$ cat src/rtl/obi_lsu_initiator.sv
// rtl/obi_lsu_initiator.sv - req/gnt/rvalid initiator with in-order response FIFO and credit control
module obi_lsu_initiator #(
  parameter int OUTSTANDING_MAX = 4,
  parameter int ADDR_W          = 32
) (
  input  logic                               clk,
  input  logic                               reset,
  input  logic                               cmd_valid_i,
  output logic                               cmd_ready_o,
  input  logic                               cmd_we_i,
  input  logic [ADDR_W-1:0]                  cmd_addr_i,
  input  logic [3:0]                         cmd_be_i,
  input  logic [31:0]                        cmd_wdata_i,
  output logic                               rsp_valid_o,
  input  logic                               rsp_ready_i,
  output logic [31:0]                        rsp_rdata_o,
  output logic                               rsp_we_o,
  output logic                               data_req_o,
  output logic [ADDR_W-1:0]                  data_addr_o,
  output logic                               data_we_o,
  output logic [3:0]                         data_be_o,
  output logic [31:0]                        data_wdata_o,
  input  logic                               data_gnt_i,
  input  logic                               data_rvalid_i,
  input  logic [31:0]                        data_rdata_i,
  output logic [$clog2(OUTSTANDING_MAX):0]   outstanding_o,
  output logic                               err_o
);

  localparam int PW = $clog2(OUTSTANDING_MAX);
  localparam int CW = PW + 1;
  localparam logic [CW-1:0] MAX_C = CW'(OUTSTANDING_MAX);
  localparam logic [CW-1:0] ONE_C = CW'(1);
  localparam logic [PW-1:0] ONE_P = PW'(1);

  // Request register (single entry)
  logic              req_q;
  logic [ADDR_W-1:0] addr_q;
  logic              we_q;
  logic [3:0]        be_q;
  logic [31:0]       wdata_q;

  // Counters and sticky error
  logic [CW-1:0] credit_q;
  logic [CW-1:0] gnt_cnt_q;
  logic          err_q;

  // we-tag FIFO: one entry per granted transaction awaiting rvalid
  logic          tag_mem_q [OUTSTANDING_MAX];
  logic [PW-1:0] tag_wp_q;
  logic [PW-1:0] tag_rp_q;

  // Response FIFO
  logic [31:0]   rsp_data_mem_q [OUTSTANDING_MAX];
  logic          rsp_we_mem_q   [OUTSTANDING_MAX];
  logic [PW-1:0] rsp_wp_q;
  logic [PW-1:0] rsp_rp_q;
  logic [CW-1:0] rsp_cnt_q;

  logic accept;
  logic handshake;
  logic rvalid_ok;
  logic rsp_pop;

  // A pending request may be replaced in the same cycle it is granted
  assign cmd_ready_o = ~reset & (~req_q | data_gnt_i) & (credit_q < MAX_C);
  assign accept      = cmd_valid_i & cmd_ready_o;
  assign handshake   = req_q & data_gnt_i;
  // Responses with nothing granted are spurious: flagged, never queued
  assign rvalid_ok   = data_rvalid_i & (gnt_cnt_q != '0);
  assign rsp_pop     = rsp_valid_o & rsp_ready_i;

  assign data_req_o    = req_q;
  assign data_addr_o   = addr_q;
  assign data_we_o     = we_q;
  assign data_be_o     = be_q;
  assign data_wdata_o  = wdata_q;
  assign outstanding_o = credit_q;
  assign err_o         = err_q;

  // Response outputs read 0 when the FIFO is empty so stale storage never leaks
  assign rsp_valid_o = (rsp_cnt_q != '0);
  assign rsp_rdata_o = rsp_valid_o ? rsp_data_mem_q[rsp_rp_q] : 32'h0;
  assign rsp_we_o    = rsp_valid_o & rsp_we_mem_q[rsp_rp_q];

  // Request register: load on accept, drop after a grant with no replacement
  always_ff @(posedge clk) begin
    if (reset) begin
      req_q   <= 1'b0;
      addr_q  <= '0;
      we_q    <= 1'b0;
      be_q    <= '0;
      wdata_q <= '0;
    end else if (accept) begin
      req_q   <= 1'b1;
      addr_q  <= cmd_addr_i;
      we_q    <= cmd_we_i;
      be_q    <= cmd_be_i;
      wdata_q <= cmd_wdata_i;
    end else if (handshake) begin
      req_q   <= 1'b0;
    end
  end

  // Credit, granted-count and sticky error bookkeeping
  always_ff @(posedge clk) begin
    if (reset) begin
      credit_q  <= '0;
      gnt_cnt_q <= '0;
      err_q     <= 1'b0;
    end else begin
      if (accept && !rsp_pop) begin
        credit_q <= credit_q + ONE_C;
      end else if (!accept && rsp_pop) begin
        credit_q <= credit_q - ONE_C;
      end
      if (handshake && !rvalid_ok) begin
        gnt_cnt_q <= gnt_cnt_q + ONE_C;
      end else if (!handshake && rvalid_ok) begin
        gnt_cnt_q <= gnt_cnt_q - ONE_C;
      end
      if (data_rvalid_i && (gnt_cnt_q == '0)) begin
        err_q <= 1'b1;
      end
    end
  end

  // we-tag FIFO: push on grant, pop when the matching response arrives
  always_ff @(posedge clk) begin
    if (reset) begin
      tag_wp_q <= '0;
      tag_rp_q <= '0;
    end else begin
      if (handshake) begin
        tag_mem_q[tag_wp_q] <= we_q;
        tag_wp_q            <= tag_wp_q + ONE_P;
      end
      if (rvalid_ok) begin
        tag_rp_q <= tag_rp_q + ONE_P;
      end
    end
  end

  // Response FIFO: capture rvalid one cycle before it shows at rsp_valid_o
  always_ff @(posedge clk) begin
    if (reset) begin
      rsp_wp_q  <= '0;
      rsp_rp_q  <= '0;
      rsp_cnt_q <= '0;
    end else begin
      if (rvalid_ok) begin
        rsp_data_mem_q[rsp_wp_q] <= tag_mem_q[tag_rp_q] ? 32'h0 : data_rdata_i;
        rsp_we_mem_q[rsp_wp_q]   <= tag_mem_q[tag_rp_q];
        rsp_wp_q                 <= rsp_wp_q + ONE_P;
      end
      if (rsp_pop) begin
        rsp_rp_q <= rsp_rp_q + ONE_P;
      end
      if (rvalid_ok && !rsp_pop) begin
        rsp_cnt_q <= rsp_cnt_q + ONE_C;
      end else if (!rvalid_ok && rsp_pop) begin
        rsp_cnt_q <= rsp_cnt_q - ONE_C;
      end
    end
  end

endmodule

$ cat config.mk
export PLATFORM = sky130hd
export DESIGN_NAME = obi_lsu_initiator
export DESIGN_NICKNAME = d
export VERILOG_FILES = /design/src/rtl/obi_lsu_initiator.sv
export SDC_FILE = /design/constraint.sdc
export NUM_CORES = 1
export LEC_CHECK = 0
export CORE_MARGIN = 4
export CORE_UTILIZATION = 31
export DETAILED_ROUTE_END_ITERATION = 6
export GPL_TIMING_DRIVEN = 0
export RECOVER_POWER = 100
export SYNTH_ARGS = -nofsm -noshare
export SYNTH_HDL_FRONTEND = slang
export SYNTH_SLANG_ARGS = --single-unit
export TNS_END_PERCENT = 10
$ cat constraint.sdc
create_clock -name clk -period 4 [get_ports clk]
set_clock_uncertainty 0.05 [all_clocks]
set_input_delay 0.4 -clock clk [delete_from_list [all_inputs] [get_ports clk]]
set_output_delay 0.4 -clock clk [all_outputs]
set_load 0.02 [all_outputs]
# Word-level counts from Yosys, hierarchy flattened
# Memory sizes are Yosys's and may differ from the RTL's. A register that Yosys moved wholly into a read port is not among the register bits.
# Index checks and enable logic that the tools add are counted.
# op_classes
magnitude_cmp,1
n_reduce_logical,18
addsub,10
n_bitwise,10
muxes,22
# op_table
cell,n
32-bit two-way mux,2
3-bit two-way mux,6
2-bit two-way mux,6
"3-bit by 1-bit adder with 3-bit output, second input constant",3
"3-bit by 1-bit subtractor with 3-bit output, second input constant",3
"2-bit by 1-bit adder with 2-bit output, second input constant",4
1-bit two-way mux,8
2-bit nonzero test,4
1-bit bitwise AND,7
1-bit logical AND,7
3-bit nonzero test,2
1-bit logical NOT,4
3-bit logical NOT,1
"3-bit less-than comparator, second input constant",1
1-bit inverter,2
1-bit bitwise OR,1
# word_totals
reg_bits,88
word_cells,77
in_bits,107
out_inout_bits,109
memories,3
ram_bits,136
# mem_list
name,words,width,rd,rd_clocked_by_memory_dff,wr,line_no,rtl
rsp_data_mem_q,4,32,1,1,1,54,logic [31:0] rsp_data_mem_q [OUTSTANDING_MAX];
rsp_we_mem_q,4,1,1,1,1,55,logic rsp_we_mem_q [OUTSTANDING_MAX];
tag_mem_q,4,1,1,1,1,49,logic tag_mem_q [OUTSTANDING_MAX];

# Logic depth before layout (Yosys ltp)
# Gate-level depths: netlist of the first run.
# depth
depth_word,9
mapped_depth,10
mapped_depth_nobuf,9

# Worst setup path after synthesis of the first run
# No wires, ideal clock.
# synth_path
path_kind,reg2reg
startpoint,register rsp_cnt_q[0]
endpoint,register rsp_cnt_q[2]
arrival_time_ns,2.120
t_required_ns,3.879
path_stages_with_launch,10
slack_ns,1.760
cell_sequence,dfxtp_1 > or3_1 > clkbuf_1 > nand2_1 > ha_1 > inv_1 > fa_1 > xor2_1 > or3_1 > a21oi_1
# synth_between
elab_chain_cells,5
elab_cells_between_ends,10
# synth_lines
element,line_no,rtl
start: declaration,58,logic [CW-1:0] rsp_cnt_q;
start signal: assignment,160,rsp_cnt_q <= rsp_cnt_q + ONE_C;
start signal: assignment,162,rsp_cnt_q <= rsp_cnt_q - ONE_C;
branches (longest 5 deep; another with 3-bit by 1-bit subtractor with 3-bit output),-,
# Parallel ways; which one is timed is not known. The select of a mux whose other input is x is not followed.
# A chain may end at the register's enable or synchronous reset.

==> results of run 1 <==
-- final cells by class --
type / count / share of cell area, %
sequential: 228 / 46.8
tap: 384 / 3.79
clock inverter: 12 / 1.28
multi-input combinational: 325 / 21.1
timing repair buffer: 219 / 17.6
clock buffer: 34 / 5.52
inverter: 78 / 2.31
buffer: 40 / 1.68
-- final timing paths --
path	to	from	slack [ns]
worst max-delay path	rsp_rdata_o[6]	register	0.67
worst min-delay path	data_addr_o[31]	cmd_addr_i[31]	0.40
worst max register to register	rsp_data_mem_q[2][15]	gnt_cnt_q[0]	0.94
worst min register to register	err_o	err_o	0.41
-- state kept, by name, summed over array words and instances (netlist names), 3 cells and up, named ones only --
| signal | count |
|---|---|
| data_wdata_o | 32 |
| data_addr_o | 32 |
| gnt_cnt_q | 3 |
| outstanding_o | 3 |
| rsp_data_mem_q | 128 |
| tag_mem_q | 4 |
| rsp_cnt_q | 3 |
| rsp_we_mem_q | 4 |
| data_be_o | 4 |
-- report_power, final --
part           total, mW  leakage (nW)  internal (mW)  switching (mW)
sequential          2.93          2.00           2.81           0.125
clock               2.39         0.420           1.48           0.912
combinational       2.39          2.39           1.10            1.29
-- worst max-delay path, delay by kind of cell, from the launching register on --
| kind | cells | cell delay (ns) |
|---|---|---|
| flip-flops | 1 | 0.30 |
| buffers and inverters | 3 | 1.45 |
| multiplexers | 1 | 0.44 |
| AND/OR/NAND/NOR | 1 | 0.17 |
-- logic make-up after synthesis --
logic type | share of synthesized area [%]
buffers and inverters | 5.66
DFF | 64.9
muxes | 8.73
adders and majority gates | 2.03
AOI/OAI and AO/OA | 4.80
xor gates and xnor gates | 1.15
and+or+nand+nor | 12.7
-- per-stage QoR --
step,power (mW),instances
5_1_grt,8.16,1320
4_1_cts,7.99,1320
3_5_place_dp,5.57,1274
6_report,7.72,1320
2_1_floorplan,4.44,671
3_3_place_gp,5.53,1270
-- metal layers --
layer | routed length (um) | vias up
met3 | 2400 | 28
met5 | 0 | -
met2 | 10600 | 225
met1 | 9340 | 2870
met4 | 480 | 0
li1 | - | 2847
-- cells in the final DEF, fill, tap and decap left out, drive strengths merged, types with 8 or more instances in the layout --
master	count
dlygate4sd3	108
edfxtp	136
nor2b	32
mux4	34
inv	79
ha	10
clkdlybuf4s50	107
nand2	8
and2	38
clkbuf	65
buf	12
nor2	17
o21ai	73
dfxtp	92
nand3b	70
xor2	9
==> results by group, run 1 <==
Timing
  – RSZ-0062 raised after global routing: no
  – Slew margin rel.: -7.23%
  – Final Hold Fails: 0
  – Max-slew violations: 30
  – Fmax: 300 MHz
  – Worst-margin pin slew: 1.61 ns
  – Final worst slack: 0.671 ns
  – Post-layout min period: 3.33 ns
  – Final period util: 83.2%
  – Setup tns final: 0 ns
  – WHS: 0.395 ns
  – Final setup viols: 0

Critical path
  – Worst Setup End Kind: primary output
  – CP Max Fanout: 10
  – Critical path type: reg2out
  – Reg2Reg Depth: 4
  – Worst-path cell chain: clkbuf_1, clkbuf_1, mux4_2, and2_1, dlygate4sd3_1
  – Data required time at the worst endpoint: 3.55 ns
  – Max stage delay on crit path: 0.64 ns
  – Crit start category: register
  – CP dominant cell by count: clkbuf_1
  – CP max stage cell: dlygate4sd3_1
  – Crit path DAT: 2.88 ns

Synthesis
  – Top-count cell post-synth: edfxtp_1
  – Ys flop type: edfxtp_1
  – Synth cell types: 32
  – Ys Warns: 0
  – Top-area cell type share of the netlist area: 44.7%
  – Avg Inst Size Synth: 13.6 sq um
  – Post-synth top cells: edfxtp_1 (136), dfxtp_1 (92), inv_1 (77), o21ai_0 (73), nand3b_1 (70)
  – Synth Register Bits: 228
  – Synth area leader: edfxtp_1
  – Post-synth EDFFs: 136
  – Seq/Total Area, Yosys: 64.9%
  – Post-Syn Nets: 791
  – Post-Syn Instances: 671
  – Mapped cell area: 9130 sq um
  – Largest cells by area after synthesis: edfxtp_1 (45%), dfxtp_1 (20%), mux4_2 (7.6%), nand3b_1 (5.8%), o21ai_0 (4.0%)
  – Asr flop ratio synth: 0%

Routing
  – Detailed-router iteration count before antenna repair: 6
  – Number of remaining DRC errors: 0
  – Vias: 5970
  – Routed len/inst: 17.3 um
  – Via density: 4.52
  – Initial DRC Count: 230
  – Final wirelength: 22.8 mm
  – ANT nets after route: 0

CTS
  – Post-CTS Resized: 0
  – Postcts setup bufs: 0
  – Total CTS buffers: 25
  – Worst-path clk slew: 0.06 ns
  – CTS tree: built
  – H-tree Lvls: 1
  – Skew-Pair Late Insertion Delay: 0.51 ns
  – Hold Buf Count CTS: 0
  – Clock Sinks: 228
  – Clk Tree Root Cell: clkbuf_16
  – Clock Tree Buf Depth: 3

Pwr
  – Maximum VDD drop: 0.000322 V
  – Cell Pwr Density: 609 nW/um^2
  – Leak: 4.82 nW

Run
  – Max_cap viols: 1

Status
  – Violated checks: capacitance limit, slew limit
  – Status: finished with violations

GRT
  – Vias in the first global route: 6482
  – Global route overflow: 0
  – First-pass GRT wire length: 36.7 mm
  – Gr busiest metal: met2
  – Global router's overall resource usage: 14.0%
  – Antenna violations before repair: 0
  – M1 GR Usage: 17.0%
  – Met2 global-route usage: 23.2%
  – Largest net degree at the start of global routing: 30
  – Met3 global-route usage: 6.10%

Layout
  – Final core occ: 43.9%
  – Fillers: 2710
  – # diodes: 0
  – Fin area: 12700 sq um
  – Multi-input gate area: 2670 sq um
  – Layout cell share with drive strength beyond 1: 8.65%
  – Total Nets Final: 1037
  – Area growth syn-to-layout: 38.7%
  – Reg area: 5930 sq um

Placement
  – Port Buffers: 215
  – Routability cong.: 0.783
  – Post-Place Worst Slack: 0.974 ns
  – Hpwl dp: 16.2 mm
  – Area after DPL: 11800 sq um

Die
  – Die H: 180 um
  – Initial core utilization: 31.6%
  – Std-Cell Core Area: 28900 sq um
  – Die X: 180 um
  – Std cell rows: 62
  – Ports: 216
  – Total Die Area: 32300 sq um

Worst hold path
  – Min-Delay Path Class: in2reg
  – Hold path cells: 3
Power figures use the tool's default switching activity.
==> run 2: changes to the inputs <==
==> constraint.sdc (replaced) <==
create_clock -name clk -period 3.25 [get_ports clk]
set_clock_uncertainty 0.05 [all_clocks]
set_input_delay 0.325 -clock clk [delete_from_list [all_inputs] [get_ports clk]]
set_output_delay 0.325 -clock clk [all_outputs]
set_load 0.02 [all_outputs]
==> run 2 against run 1 <==
  * The run now ends clean
  * Sequential power increased by 23%
  * Wire length fell by 0.11%
  * Non-clock buffer count unchanged
  * Utilization fell by 0.074 points
  * Sequential share of layout area increased by 0.079 points
  * Largest cell class unchanged
  * Combinational power up 24%
  * Critical path type unchanged
  * Clock power up 23%
==> results by group, run 2 (synthesized netlist as in run 1, its figures left out) <==
Status
  – Status: finished clean (was finished with violations)

GRT
  – Met3 global-route usage: 6.10% (unchanged)
  – First-pass GRT wire length: 36.7 mm (unchanged)
  – Antenna violations before repair: 0 (unchanged)
  – Global route overflow: 0 (unchanged)
  – Gr busiest metal: met2 (unchanged)
  – Global router's overall resource usage: 14.0% (unchanged)
  – M1 GR Usage: 17.0% (unchanged)
  – Met2 global-route usage: 23.2% (unchanged)
  – Largest net degree at the start of global routing: 30 (unchanged)
  – Vias in the first global route: 6482 (unchanged)

Pwr
  – Seq pwr share: 37.9% (was 38.0%)
  – P_int: 6.65 mW (was 5.39 mW)
  – Clock power frac: 30.9% (was 31.0%)
  – Maximum VDD drop: 0.000396 V (was 0.000322 V)
  – Combinational power share: 31.1% (was 31.0%)
  – Psw: 2.87 mW (was 2.33 mW)
  – Power, Total: 9.52 mW (was 7.72 mW)
  – Cell Pwr Density: 753 nW/um^2 (was 609 nW/um^2)
  – Leak: 4.79 nW (was 4.82 nW)
  – Switch share: 30.1% (was 30.2%)

Critical path
  – Worst Setup End Kind: primary output (unchanged)
  – Crit path DAT: 2.64 ns (was 2.88 ns)
  – Data required time at the worst endpoint: 2.87 ns (was 3.55 ns)
  – Worst setup path end: rsp_rdata_o[26] (was rsp_rdata_o[6])
  – Crit start category: register (unchanged)
  – Reg2Reg Depth: 4 (unchanged)
  – Slack of the worst reg-to-reg path: 0.51 ns (was 0.94 ns)
  – Critical path type: reg2out (unchanged)
  – CP Max Fanout: 10 (unchanged)
  – Reg2reg end: rsp_data_mem_q[3][19] (was rsp_data_mem_q[2][15])
  – Reg2reg start: gnt_cnt_q[0] (unchanged)

Die
  – Die X: 180 um (unchanged)
  – Std-Cell Core Area: 28900 sq um (unchanged)
  – Ports: 216 (unchanged)
  – Std cell rows: 62 (unchanged)
  – Initial core utilization: 31.6% (unchanged)
  – Total Die Area: 32300 sq um (unchanged)
  – Die H: 180 um (unchanged)

Layout
  – Reg area: 5930 sq um (unchanged)
  – Leading cell type in the layout, fill and taps excluded: edfxtp_1 (unchanged)
  – Top reg by flops: rsp_data_mem_q (unchanged)
  – Largest register FFs: 128 (unchanged)
  – Commonest non-fill, non-tap cells in the layout: edfxtp_1 (136), clkdlybuf4s50_1 (112), dlygate4sd3_1 (103) (was edfxtp_1 (136), dlygate4sd3_1 (108), clkdlybuf4s50_1 (107))
  – Layout cell share with drive strength beyond 1: 8.87% (was 8.65%)
  – # diodes: 0 (unchanged)
  – Total Nets Final: 1037 (unchanged)
  – Fillers: 2711 (was 2710)
  – Area growth syn-to-layout: 38.5% (was 38.7%)
  – Multi-input gate area: 2670 sq um (unchanged)
  – Fin cells: 1320 (unchanged)

CTS
  – Worst-path clk slew: 0.06 ns (about the same)
  – Clock Tree Buf Depth: 3 (unchanged)
  – H-tree Lvls: 1 (unchanged)
  – Clk Tree Root Cell: clkbuf_16 (unchanged)
  – Skew-Pair Late Insertion Delay: 0.51 ns (about the same)
  – Total CTS buffers: 25 (unchanged)
  – Clock Sinks: 228 (unchanged)
  – CTS tree: built (unchanged)

Timing
  – Final period util: 92.7%
  – Post-layout min period: 3.01 ns
  – Final setup viols: 0 (unchanged)
  – RSZ-0062 raised after global routing: no (unchanged)
  – Slew margin rel.: 25.6% (was -7.23%)
  – Max-slew violations: 0 (was 30)
  – Final worst slack: 0.237 ns (was 0.671 ns)
  – Worst-margin pin slew: 1.12 ns (was 1.61 ns)
  – Final Hold Fails: 0 (unchanged)
  – Fmax: 332 MHz

Worst hold path
  – Min-Delay Path Class: in2reg (unchanged)

Placement
  – Post-Place Cells: 1274 (unchanged)
  – Post-Place Worst Slack: 0.299 ns (was 0.974 ns)
  – Port Buffers: 215 (unchanged)
  – Routability cong.: 0.783 (unchanged)
  – Hpwl dp: 16.2 mm (unchanged)

Routing
  – Via density: 4.53 (was 4.52)
  – ANT nets after route: 0 (unchanged)
  – Number of remaining DRC errors: 0 (unchanged)
  – Detailed-router iteration count before antenna repair: 4 (was 6)
  – Vias: 5975 (was 5970)
  – Initial DRC Count: 223 (was 230)
  – Routed len/inst: 17.3 um (about the same)
  – Final wirelength: 22.8 mm (about the same)

Run
  – Max_cap viols: 0 (was 1)
-- run 2: metrics by stage --
stage | util [%] | hold slack (ns) | instance area [sq um] | TNS (ns)
after floorplan | - | 0.404 | 9130 | 0
after global placement | 40.8 | 0.409 | 11800 | -30.06
after detailed placement | 41.1 | 0.414 | 11800 | 0
after CTS | 44.0 | 0.293 | 12700 | 0
after global routing | 43.8 | 0.305 | 12600 | 0
final | 43.8 | 0.320 | 12600 | 0
-- run 2: how the worst min path moves through the flow --
stage,startpoint,endpoint,slack (ns),cells past startpoint
2_1_floorplan,rsp_cnt_q[2],rsp_cnt_q[2],0.40,2
3_3_place_gp,err_o,err_o,0.41,2
3_5_place_dp,err_o,err_o,0.41,2
4_1_cts,cmd_addr_i[31],data_addr_o[31],0.29,3
5_1_grt,cmd_addr_i[31],data_addr_o[31],0.30,3
6_report,cmd_addr_i[31],data_addr_o[31],0.32,3
-- run 2: routing by layer --
| metal | share of wire (%) | up-vias |
|---|---|---|
| met4 | 2.1 | 0 |
| met3 | 10 | 28 |
| met2 | 46 | 219 |
| met5 | 0 | - |
| met1 | 41 | 2882 |
| li1 | - | 2846 |
-- run 2: power groups by stage --
| stage | clock network [mW] | registers (mW) | logic, mW |
|---|---|---|---|
| CTS | 3.03 | 3.62 | 3.18 |
| floorplan | 0 | 3.82 | 1.64 |
| global placement | 0 | 3.68 | 3.12 |
| global route | 3.15 | 3.65 | 3.26 |
| detailed placement | 0 | 3.68 | 3.17 |
| finish | 2.94 | 3.61 | 2.96 |
-- run 2: what timing repair did --
action,4_1_cts,5_1_grt
setup endpoints to repair,0,4
resized for setup,0,2
setup buffers,0,0
hold buffers,0,0
-- run 2: worst max-delay path: stages, from the launching register on --
cell	delay [ns]
dfxtp_1	0.30
clkbuf_1	0.28
buf_2	0.36
mux4_2	0.36
and2_1	0.17
dlygate4sd3_1	0.64
-- run 2: cell type report --
type | instances | share of cell area, %
clock buffer | 34 | 5.53
timing repair buffer | 219 | 17.4
buffer | 40 | 1.69
multi-input combinational | 325 | 21.1
inverter | 78 | 2.32
sequential | 228 | 46.9
clock inverter | 12 | 1.29
tap | 384 | 3.80
